`src/rtl/redmule_tile_axi_mem_rsp.sv`:
```
// AXI4 responder serving one burst at a time from a single-port word-addressed SRAM.
// Define REDMULE_TILE_AXI_RSP_ERR_EN to answer out-of-window beats with SLVERR.
`timescale 1ns / 1ps

module redmule_tile_axi_mem_rsp #(
  parameter int unsigned       ADDR_W    = 32,
  parameter int unsigned       DATA_W    = 32,
  parameter int unsigned       ID_W      = 4,
  parameter logic [ADDR_W-1:0] MEM_BASE  = 32'h0000_0000,
  parameter int unsigned       MEM_WORDS = 16384,
  localparam int unsigned      MEM_AW    = $clog2(MEM_WORDS)
) (
  input  logic                clk_i,
  input  logic                rstn_i,
  input  logic [ID_W-1:0]     aw_id_i,
  input  logic [ADDR_W-1:0]   aw_addr_i,
  input  logic [7:0]          aw_len_i,
  input  logic [2:0]          aw_size_i,
  input  logic [1:0]          aw_burst_i,
  input  logic                aw_valid_i,
  output logic                aw_ready_o,
  input  logic [DATA_W-1:0]   w_data_i,
  input  logic [DATA_W/8-1:0] w_strb_i,
  input  logic                w_last_i,
  input  logic                w_valid_i,
  output logic                w_ready_o,
  output logic [ID_W-1:0]     b_id_o,
  output logic [1:0]          b_resp_o,
  output logic                b_valid_o,
  input  logic                b_ready_i,
  input  logic [ID_W-1:0]     ar_id_i,
  input  logic [ADDR_W-1:0]   ar_addr_i,
  input  logic [7:0]          ar_len_i,
  input  logic [2:0]          ar_size_i,
  input  logic [1:0]          ar_burst_i,
  input  logic                ar_valid_i,
  output logic                ar_ready_o,
  output logic [ID_W-1:0]     r_id_o,
  output logic [DATA_W-1:0]   r_data_o,
  output logic [1:0]          r_resp_o,
  output logic                r_last_o,
  output logic                r_valid_o,
  input  logic                r_ready_i,
  output logic                mem_req_o,
  output logic                mem_we_o,
  output logic [MEM_AW-1:0]   mem_addr_o,
  output logic [DATA_W-1:0]   mem_wdata_o,
  output logic [DATA_W/8-1:0] mem_be_o,
  input  logic [DATA_W-1:0]   mem_rdata_i
);

`ifdef REDMULE_TILE_AXI_RSP_ERR_EN
  localparam bit ErrEn = 1'b1;
`else
  localparam bit ErrEn = 1'b0;
`endif

  localparam logic [1:0]        RespOkay   = 2'b00;
  localparam logic [1:0]        RespSlvErr = 2'b10;
  localparam logic [ADDR_W+1:0] MemBytes   = (ADDR_W + 2)'(MEM_WORDS) << 2;

  typedef enum logic [2:0] {StIdle, StWrData, StWrResp, StRdReq, StRdWait} state_e;

  state_e              state_q;
  logic [ID_W-1:0]     id_q;
  logic [ADDR_W-1:0]   addr_q;
  logic [7:0]          len_q, beat_q;
  logic [2:0]          size_q;
  logic [1:0]          burst_q;
  logic                last_wr_q, wr_err_q, rd_first_q;
  logic [1:0]          r_resp_q;
  logic [DATA_W-1:0]   r_data_q;

  logic                sel_wr, aw_hs, ar_hs, w_hs, rd_req, addr_ok, in_range, last_beat;
  logic [ADDR_W:0]     offset;
  logic [ADDR_W-1:0]   step, next_addr;

  // Alternating priority: on contention the channel not served last wins.
  assign sel_wr     = aw_valid_i & (~ar_valid_i | ~last_wr_q);
  assign aw_ready_o = (state_q == StIdle) & sel_wr;
  assign ar_ready_o = (state_q == StIdle) & ar_valid_i & ~sel_wr;
  assign aw_hs      = aw_valid_i & aw_ready_o;
  assign ar_hs      = ar_valid_i & ar_ready_o;
  assign w_ready_o  = (state_q == StWrData);
  assign w_hs       = w_valid_i & w_ready_o;
  assign rd_req     = (state_q == StRdReq);

  // Top bit of the offset is the borrow: set when the address lies below the window.
  assign offset    = {1'b0, addr_q} - {1'b0, MEM_BASE};
  assign addr_ok   = ~offset[ADDR_W] & ({1'b0, offset} < MemBytes);
  assign in_range  = ~ErrEn | addr_ok;

  assign step      = ADDR_W'(1) << ((size_q > 3'd2) ? 3'd2 : size_q);
  assign next_addr = (burst_q == 2'b00) ? addr_q : addr_q + step;
  assign last_beat = (beat_q == len_q);

  assign mem_req_o   = (w_hs | rd_req) & in_range;
  assign mem_we_o    = w_hs & in_range;
  assign mem_addr_o  = mem_req_o ? offset[MEM_AW+1:2] : '0;
  assign mem_wdata_o = mem_we_o ? w_data_i : '0;
  assign mem_be_o    = mem_we_o ? w_strb_i : '0;

  assign b_valid_o = (state_q == StWrResp);
  assign b_id_o    = id_q;
  assign b_resp_o  = wr_err_q ? RespSlvErr : RespOkay;

  // SRAM data arrives in the first RD_WAIT cycle; it is held in r_data_q from then on.
  assign r_valid_o = (state_q == StRdWait);
  assign r_last_o  = r_valid_o & last_beat;
  assign r_id_o    = id_q;
  assign r_resp_o  = r_resp_q;
  assign r_data_o  = rd_first_q ? ((r_resp_q == RespOkay) ? mem_rdata_i : '0) : r_data_q;

  always_ff @(posedge clk_i or negedge rstn_i) begin
    if (!rstn_i) begin
      state_q    <= StIdle;
      id_q       <= '0;
      addr_q     <= '0;
      len_q      <= '0;
      beat_q     <= '0;
      size_q     <= '0;
      burst_q    <= '0;
      last_wr_q  <= 1'b0;
      wr_err_q   <= 1'b0;
      rd_first_q <= 1'b0;
      r_resp_q   <= RespOkay;
      r_data_q   <= '0;
    end else begin
      rd_first_q <= 1'b0;
      if (rd_first_q) r_data_q <= r_data_o;
      unique case (state_q)
        StIdle: begin
          if (aw_hs) begin
            state_q   <= StWrData;
            id_q      <= aw_id_i;
            addr_q    <= aw_addr_i;
            len_q     <= aw_len_i;
            size_q    <= aw_size_i;
            burst_q   <= aw_burst_i;
            beat_q    <= '0;
            wr_err_q  <= 1'b0;
            last_wr_q <= 1'b1;
          end else if (ar_hs) begin
            state_q   <= StRdReq;
            id_q      <= ar_id_i;
            addr_q    <= ar_addr_i;
            len_q     <= ar_len_i;
            size_q    <= ar_size_i;
            burst_q   <= ar_burst_i;
            beat_q    <= '0;
            last_wr_q <= 1'b0;
          end
        end
        StWrData: begin
          if (w_hs) begin
            addr_q <= next_addr;
            beat_q <= beat_q + 8'd1;
            if (!in_range) wr_err_q <= 1'b1;
            if (w_last_i) state_q <= StWrResp;
          end
        end
        StWrResp: begin
          if (b_ready_i) state_q <= StIdle;
        end
        StRdReq: begin
          state_q    <= StRdWait;
          rd_first_q <= 1'b1;
          r_resp_q   <= in_range ? RespOkay : RespSlvErr;
        end
        StRdWait: begin
          if (r_ready_i) begin
            if (last_beat) begin
              state_q <= StIdle;
            end else begin
              addr_q  <= next_addr;
              beat_q  <= beat_q + 8'd1;
              state_q <= StRdReq;
            end
          end
        end
        default: state_q <= StIdle;
      endcase
    end
  end

endmodule

```
`config.mk`:
```
export PLATFORM = sky130hd
export DESIGN_NAME = redmule_tile_axi_mem_rsp
export DESIGN_NICKNAME = d
export VERILOG_FILES = /design/src/rtl/redmule_tile_axi_mem_rsp.sv
export SDC_FILE = /design/constraint.sdc
export NUM_CORES = 1
export LEC_CHECK = 0
export CAP_MARGIN = 20
export CORE_MARGIN = 2
export CORE_UTILIZATION = 44
export CTS_CLUSTER_DIAMETER = 40
export DETAILED_ROUTE_END_ITERATION = 10
export PLACE_DENSITY = 0.88
export SETUP_SLACK_MARGIN = 0.1
export SYNTH_ARGS = -nofsm -noshare
export SYNTH_HDL_FRONTEND = slang
export SYNTH_SLANG_ARGS = --single-unit
```
`constraint.sdc`:
```
create_clock -name clk_i -period 3.6 [get_ports clk_i]
set_input_delay 0.9 -clock clk_i [delete_from_list [all_inputs] [get_ports clk_i]]
set_output_delay 0.9 -clock clk_i [all_outputs]
set_load 0.02 [all_outputs]
```
# After elaboration in Yosys (flattened, before gate mapping)
# Cells that the tools add are included.
[op_classes] n_addsub=2 shifts=1 reduce_logical=7 order_cmp=1 bitwise_logic=13 mux=37 n_eq_ne=11
[op_table] operator="two-way mux 32 bit" count=8
[op_table] operator="one-hot mux 32 bit (3 select lines)" count=1
[op_table] operator="two-way mux 8 bit" count=7
[op_table] operator="adder 32 bit" count=1
[op_table] operator="<< shifter 1 x 3 -> 32 bit, first input constant" count=1
[op_table] operator="two-way mux 3 bit" count=9
[op_table] operator="one-hot mux 8 bit (3 select lines)" count=1
[op_table] operator="one-hot mux 3 bit (5 select lines)" count=1
[op_table] operator="two-way mux 14 bit" count=1
[op_table] operator="two-way mux 4 bit" count=3
[op_table] operator="AND reduction 5 bit" count=2
[op_table] operator="adder 8 x 1 -> 8 bit, second input constant" count=1
[op_table] operator="AND 1 bit" count=8
[op_table] operator="== test 8 bit" count=1
[op_table] operator="== test 3 x 2 -> 1 bit, second input constant" count=2
[op_table] operator="two-way mux 2 bit" count=3
[op_table] operator="inequality test 2 x 1 -> 1 bit, second input constant" count=3
[op_table] operator="inequality test 2 bit, second input constant" count=2
[op_table] operator="== test 3 x 1 -> 1 bit, second input constant" count=1
[op_table] operator="== test 3 bit, second input constant" count=1
[op_table] operator="greater-than comparator 3 x 2 -> 1 bit, second input constant" count=1
[op_table] operator="zero test 3 bit" count=1
[op_table] operator="two-way mux 1 bit" count=3
[op_table] operator="inequality test 3 bit, second input constant" count=1
[op_table] operator="other kinds (6)" count=9
[totals] word_cells=82 register_bits=94 input_bits=174

# Longest topological paths before layout
# Gate-level depths: netlist of run 1.
[depth] ltp_word=9 mapped_depth=11

# Worst setup path after synthesis of run 1
# No wires, ideal clock.
[synth_timing] path_kind="input to output" from="input w_valid_i" to="output mem_addr_o[10]" path_slack_ns=0.729 required_ns=2.700 path_buffers=2 arrival_ns=1.971 path_stages=5 cell_sequence="clkbuf_1 -> nand2_1 -> nand2_1 -> clkbuf_1 -> and2_1"
[synth_via] elab_chain_cells=3
[synth_rtl] element="from (decl)" line_no="25" text="input logic w_valid_i,"
[synth_rtl] element="AND 1 bit" line_no="85" text="assign w_hs = w_valid_i & w_ready_o;"
[synth_rtl] element="OR 1 bit" line_no="97" text="assign mem_req_o = (w_hs | rd_req) & in_range;"
[synth_rtl] element="net mem_req_o" line_no="44" text="output logic mem_req_o,"
[synth_rtl] element="two-way mux 14 bit" line_no="99" text="assign mem_addr_o = mem_req_o ? offset[MEM_AW+1:2] : '0;"
[synth_rtl] element="to (decl)" line_no="46" text="output logic [MEM_AW-1:0] mem_addr_o,"
# The timed path passes the listed nets, and every way through them passes these cells.

# Final worst setup path of run 1
[layout_timing] from="input w_valid_i" to="output mem_wdata_o[3]"
[layout_via] elab_chain_cells=2
[layout_rtl] element="AND 1 bit" line_no="85"
[layout_rtl] element="two-way mux 32 bit" line_no="100" text="assign mem_wdata_o = mem_we_o ? w_data_i : '0;"
[layout_rtl] element="to (decl)" line_no="47" text="output logic [DATA_W-1:0] mem_wdata_o,"
# No other way between the ends.

==> key figures, run 1 <==
Floorplan
  – Die X: 114 µm
  – Full die area: 13,000 µm²
  – Die Height: approximately 110 µm
  – Initial Utilization: about 45%
  – Core Rows: 40
  – Ports: 276
  – Total core area: about 12,000 µm²

Clock network
  – Hold buffers post-CTS: 0
  – Clk root buf: clkbuf_16
  – Resize count post-CTS: 0
  – CTS tree: done
  – Total CTS buffers: 9
  – Num Clock Sinks: 78
  – Postcts setup bufs: 0
  – Worst-Skew Late Latency: between 0.3 and 0.4 ns
  – H-tree depth: 3
  – Clock-pin transition on the worst setup and hold timing paths: 0.06 ns
  – CTS Buffer Depth: 2

Routing
  – Final ANT Viol Nets: 0
  – Vias/cell: approximately 5.6
  – Vias: 5,129
  – Wirelength per Cell: between 15 and 20 µm
  – Initial DRC count: ~340
  – Drt drc: 0
  – DR pass1 iterations: 5
  – Final wirelength: around 16 mm

Timing
  – Tightest Pin Transition: approximately 0.87 ns
  – Final setup fails: 0
  – Minimum clock period: approximately 3.4 ns
  – Max Transition Viols Final: 0
  – Relative slew margins: between 40% and 50%
  – Fin Setup TNS: 0 ns
  – Hold Vio Cnt, Final: 0
  – Worst Skew: just under 0.005 ns
  – Period Utilization, post-route: between 90% and 100%
  – RSZ-0062 raised after global routing: true
  – Highest clock rate: 290 MHz

Logic synthesis
  – Synth top area share: a little under two fifths
  – Synth warn: 0
  – Asr flop ratio synth: 100%
  – Yosys reg bits: between 70 and 80
  – Synth Cell Area: around 5300 µm²
  – Post-Synthesis Cells: about 540
  – Synth area leaders: dfrtp_1 37%, mux2_2 15%, and3_1 4.4%, nand2_1 4.2%, mux2i_1 3.2%
  – EDFF count, synth: 0
  – Top cell type by total area after synthesis: dfrtp_1
  – Most numerous cell in the Yosys netlist: dfrtp_1
  – Ys flop type: dfrtp_1
  – Register area share after synthesis: between 30% and 40%
  – Commonest cells post-synth: 78 x dfrtp_1, 73 x mux2_2, 59 x nand2_1
  – Synth cell types: about 70
  – Syn avg cell area: approximately 10 µm²

Global routing
  – GRT Resource Usage Total: 24.7%
  – Largest net degree at the start of global routing: between 70 and 80
  – Number of global-route vias before repair: approximately 5.1k
  – Remaining Overflow, GRT: 0
  – First-pass GRT wire length: 25.4 mm
  – Initial antenna violation count: 0

Worst setup path
  – Cell Chain, Critical Path: clkdlybuf4s50_1, buf_6, and3_1, clkdlybuf4s50_1
  – Worst Path Buf+Inv: 3
  – Req. time, crit path: 2.70 ns
  – Max incr delay on CP: 0.63 ns
  – Most used cell, CP: clkdlybuf4s50_1
  – Crit path max-delay cell type: clkdlybuf4s50_1
  – Crit path kind: in2out
  – WP data arrival: between 2 and 3 ns
  – CP top delay family: buffers and inverters
  – CP startpoint kind: primary input
  – Crit path max fanout: 38
  – Critical path capture point type: output pin

Placement
  – DP Cell Count: ~900
  – HPWL Detailed: 12.2 mm
  – Area after DPL: 7750 µm²
  – GPL Wtd Cong: slightly below 0.9
  – PortBufs: 239

Final layout
  – Fin util: a little under 70%
  – Synthesis-to-layout area growth: 52.1%
  – Antenna Cells: 0
  – Non-Filler Instances: between 900 and 1k
  – Final net count: between 900 and 1k
  – Layout cells sized above 1: 16.2%
  – Final instance area: about 8100 µm²

Min path
  – Worst Hold Class: in2async

Power and ir drop
  – VDD IR max: between 0.3 and 0.4 mV
  – Lkg Pwr: 3.69 nW
  – Power Density: 826 nW/µm²

Job
  – MaxCap Viol Count: 0

Run status
  – Outcome: complete, no violations
-- layout by cell type (no fill, tap or decap), drive strengths merged, types with 10 or more instances in the layout --
master	synthesis	layout
a31oi	19	19
o21ai	12	12
nor2	28	28
dfrtp	78	78
and2	13	13
clkbuf	18	10
mux2	75	75
a21oi	12	12
nand3	10	10
and3	37	37
nand2	60	60
clkdlybuf4s50	0	224
buf	30	13
dlymetal6s2s	0	14
inv	17	17
xnor2	10	10
mux2i	17	17
-- stage by stage --
step / total power, mW / worst slack, ns / hold slack (ns)
floorplan: 4.39 / 0.729 / 0.465
global placement: 5.64 / 0.135 / 0.478
detailed placement: 5.81 / 0.121 / 0.490
CTS: 6.69 / 0.104 / 0.504
global route: 7.11 / 0.0713 / 0.376
finish: 6.69 / 0.156 / 0.383
-- cell type report --
cell class	instances	area [µm²]
inverter	17	63.8
clock buffer	10	239
timing repair buffer	251	2560
multi-input combinational	409	3050
fill	919	3820
clock inverter	6	37.5
tap	147	184
sequential	78	1950
-- worst register-to-register path, stage by stage (launching register included) --
cell,delay (ns)
dfrtp_1,0.65
nor3b_4,0.28
buf_4,0.35
a21oi_2,0.06
buf_4,0.22
o311ai_4,0.59
nor2_4,0.17
buf_4,0.23
a31o_1,0.18
-- flip-flops by register name (all words and copies together), names as in the netlist --
name	flops
rd_first_q	1
b_id_o	4
len_q	8
beat_q	8
r_data_q	32
burst_q	2
last_wr_q	1
addr_q	16
size_q	3
state_q	3
-- worst paths after layout --
kind | from | end | slack [ns] | depth (start not counted)
max | w_valid_i | mem_wdata_o[3] | 0.16 | 4
min | rstn_i | r_data_q[31] | 0.38 | 1
max reg2reg | state_q[0] | addr_q[6] | 0.78 | 8
min reg2reg | r_data_q[14] | r_data_q[14] | 0.51 | 1
max in group asynchronous | rstn_i | rd_first_q | 2.64 | 2
min in group clk_i | r_data_q[14] | r_data_q[14] | 0.51 | 1
-- kinds of logic (layout without fill, tap and decap cells) --
kind of cell             count (synthesis)  count (layout)  share of synthesized area, %
flip-flops                              78              78                          36.7
other                                    1               9                        0.0705
XOR/XNOR                                11              11                          1.81
AO/OA/AOI/OAI                          105             105                          14.6
buffers and inverters                   65             284                          6.49
AND/OR/NAND/NOR                        182             182                          18.8
adder cells (fa/ha/maj)                 10              10                          2.49
multiplexers                            92              92                          19.1
-- metal layers --
layer,up-vias,wire (µm),track usage (%)
met1,2506,6560,31.9
li1,2390,-,-
met5,-,0,0
met4,0,323,7.97
met2,200,8460,41.9
met3,33,1120,4.68
-- power by group --
group | switching (mW) | internal, mW
clock network | 0.367 | 0.482
logic | 2.10 | 2.06
registers | 0.374 | 1.30
total | 2.84 | 3.85
No activity file was read; power rests on OpenSTA's default activity.
==> run 2, diff against run 1 <==
--- a/config.mk
+++ b/config.mk
@@ -10,6 +10,7 @@
 export CORE_UTILIZATION = 44
 export CTS_CLUSTER_DIAMETER = 40
 export DETAILED_ROUTE_END_ITERATION = 10
+export HOLD_SLACK_MARGIN = 0.02
 export PLACE_DENSITY = 0.88
 export SETUP_SLACK_MARGIN = 0.1
 export SYNTH_ARGS = -nofsm -noshare
==> results of run 2 <==
No change in the layout: final DEF, timing and power equal those of run 1.
==> run 3, diff against run 2 <==
--- a/config.mk
+++ b/config.mk
@@ -9,7 +9,9 @@
 export CORE_MARGIN = 2
 export CORE_UTILIZATION = 44
 export CTS_CLUSTER_DIAMETER = 40
+export CTS_CLUSTER_SIZE = 10
 export DETAILED_ROUTE_END_ITERATION = 10
+export GPL_TIMING_DRIVEN = 0
 export HOLD_SLACK_MARGIN = 0.02
 export PLACE_DENSITY = 0.88
 export SETUP_SLACK_MARGIN = 0.1
==> run 3 against run 2 <==
Clock power rose by 10%. Sequential share of layout area decreased by 0.65 points. Combinational power up 6.5%. Non-clock buffer count is 40 higher. Routed wire length up 8.1%. Maximum frequency is essentially flat. Flip-flop and latch count is the same. Die area did not move. Clock skew rose by 0.0034 ns. Via count grew 4.7%. Worst setup slack better by 0.0011 ns. Critical path depth rose by 2. Largest cell class unchanged.
==> key figures, run 3 (synthesis gave the netlist of run 1 again) <==
Routing
  – Initial DRC count: 525
  – Drt drc: 0
  – DR pass1 iterations: 5
  – Vias: approximately 5.4k
  – Vias/cell: between 5 and 6
  – Final ANT Viol Nets: 0
  – Final wirelength: 17.8 mm
  – Wirelength per Cell: about 19 µm

Timing
  – Worst setup margin: 0.158 ns
  – Period Utilization, post-route: approximately 96%
  – Worst hold slack: just over 0.4 ns
  – Highest clock rate: 290 MHz
  – Worst Skew: about 0.0083 ns
  – Relative slew margins: around 63%
  – Minimum clock period: about 3.4 ns
  – Final setup fails: 0
  – Tightest Pin Transition: 0.547 ns
  – Hold Vio Cnt, Final: 0
  – Max Transition Viols Final: 0
  – RSZ-0062 raised after global routing: false

Floorplan
  – Initial Utilization: approximately 45%
  – Die X: ~110 µm
  – Ports: ~280
  – Core Rows: 40
  – Die Height: 114 µm
  – Full die area: 13,000 µm²
  – Total core area: 11,900 µm²

Worst setup path
  – Critical path capture point type: output pin
  – CP startpoint kind: primary input
  – Cell Chain, Critical Path: clkdlybuf4s50_1, nor2b_4, nand3_4, buf_4, inv_1, dlygate4sd2_1
  – CP top delay family: buffers and inverters
  – Req. time, crit path: approximately 2.7 ns
  – Max incr delay on CP: roughly 0.53 ns
  – WP data arrival: between 2 and 3 ns
  – R2R depth: 11
  – Crit path kind: in2out
  – Stages on worst setup path: 6
  – Worst Path Buf+Inv: 4
  – Crit path max fanout: 19
  – R2R Setup Slk: between 0.9 and 1 ns
  – Crit path max-delay cell type: clkdlybuf4s50_1

Clock network
  – CTS tree: done
  – Num Clock Sinks: between 70 and 80
  – CTS Buffer Depth: 2
  – H-tree depth: 3
  – Worst-Skew Late Latency: around 0.34 ns
  – Hold buffers post-CTS: 0
  – Total CTS buffers: 9
  – Clk root buf: clkbuf_16
  – Clock-pin transition on the worst setup and hold timing paths: 0.06 ns

Final layout
  – Final net count: 990
  – Top flop regs: r_data_q x32, addr_q x16
  – # fillers: 913
  – Largest Register: r_data_q
  – Commonest non-fill, non-tap cells in the layout: 223 x clkdlybuf4s50_1, 78 x dfrtp_1, 73 x mux2_2, 58 x nand2_1, 37 x and3_1
  – Antenna Cells: 0
  – Max FFs per register: 32
  – Commonest non-fill, non-tap cell in the layout: clkdlybuf4s50_1
  – Synthesis-to-layout area growth: 56.3%
  – Fin util: ~70%
  – Layout cells sized above 1: between 10% and 20%
  – Non-Filler Instances: roughly 960

Power and ir drop
  – NetSw: between 2 and 3 mW
  – Lkg Pwr: about 3.7 nW
  – Sequential Power Share: 23.0%
  – Sw Ratio: roughly 42%
  – Pint: between 4 and 5 mW
  – Comb pwr share: between 60% and 70%
  – Power Density: approximately 840 nW/µm²
  – Clock share of power: between 10% and 20%
  – Overall Power: a little under 7 mW
  – VDD IR max: about 0.34 mV

Job
  – MaxCap Viol Count: 0

Global routing
  – Largest net degree at the start of global routing: a little under 70
  – Remaining Overflow, GRT: 0
  – GRT Resource Usage Total: between 20% and 30%
  – Number of global-route vias before repair: between 5k and 6k
  – First-pass GRT wire length: between 20 and 30 mm
  – Initial antenna violation count: 0

Placement
  – PortBufs: 239
  – HPWL Detailed: between 10 and 15 mm
  – DP Cell Count: about 940
  – GPL Wtd Cong: 0.921
  – Pre-CTS setup slack: -0.788 ns

Run status
  – Outcome: complete, no violations

Min path
  – Worst Hold Class: in2async
==> run 3: cell count changes in the layout (fill, tap and decap cells not counted), moves of 6 or more <==
cell,previous run,this run
dlymetal6s2s_1,14,1
dlygate4sd2_1,0,12
buf_2,0,9
clkbuf_1,0,8
clkbuf_2,0,8
buf_4,9,16
buf_6,1,7
==> run 3: repair_timing <==
| item | in CTS | in global routing |
|---|---|---|
| endpoints found under the setup margin | 54 | 25 |
| buffers inserted | 0 | 4 |
| gates resized for setup | 29 | 11 |
| pin swaps | 1 | 1 |
==> run 3: per-stage QoR <==
step                TNS, ns  area [µm²]
finish                    0        8310
global route              0        8310
CTS                       0        8270
detailed placement   -18.37        7950
global placement    -101.23        7930
floorplan                 0        5350
==> run 3: metal layers <==
metal | up-vias | global-route usage (%) | wire, µm
li1 | 2478 | - | -
met1 | 2593 | 33.9 | 7180
met2 | 258 | 44.7 | 9000
met3 | 40 | 5.79 | 1250
met4 | 0 | 8.13 | 371
met5 | - | 0 | 0
==> run 3: worst register-to-register path, cell delays in order (launching register included) <==
cell and delay, ns:
dfrtp_1 0.39, nor2_1 0.15, inv_1 0.08, nor2_1 0.09, ha_1 0.20, inv_1 0.07
fa_1 0.41, nor2b_1 0.19, o31a_1 0.32, o211ai_1 0.15, a211oi_1 0.31, a2bb2oi_1 0.20
==> run 3: final timing paths <==
path	from	endpoint
worst max-delay path	aw_valid_i	aw_ready_o
worst min-delay path	rstn_i	addr_q[6]
worst max register to register	size_q[1]	addr_q[12]
worst min register to register	addr_q[0]	addr_q[0]
max in group asynchronous	rstn_i	b_id_o[1]
min in group clk_i	addr_q[0]	addr_q[0]
==> run 3: power by group through the flow <==
stage          clock network [mW]  registers, mW  logic, mW
2_1_floorplan                   0           1.54       2.85
3_3_place_gp                    0           1.57       4.22
3_5_place_dp                    0           1.60       4.36
4_1_cts                     0.942           1.59       4.37
5_1_grt                     0.984           1.65       4.73
6_report                    0.934           1.60       4.43
==> run 3: final cells by class <==
cell class	instances	area [µm²]	area share, %
multi-input cells	409	3070	36.9
repair buffers	244	2440	29.3
well taps	147	184	2.21
plain buffers	47	305	3.67
clock inverters	5	58.8	0.707
clock buffers	11	243	2.92
flip-flops and latches	78	1950	23.5
inverters	17	63.8	0.768
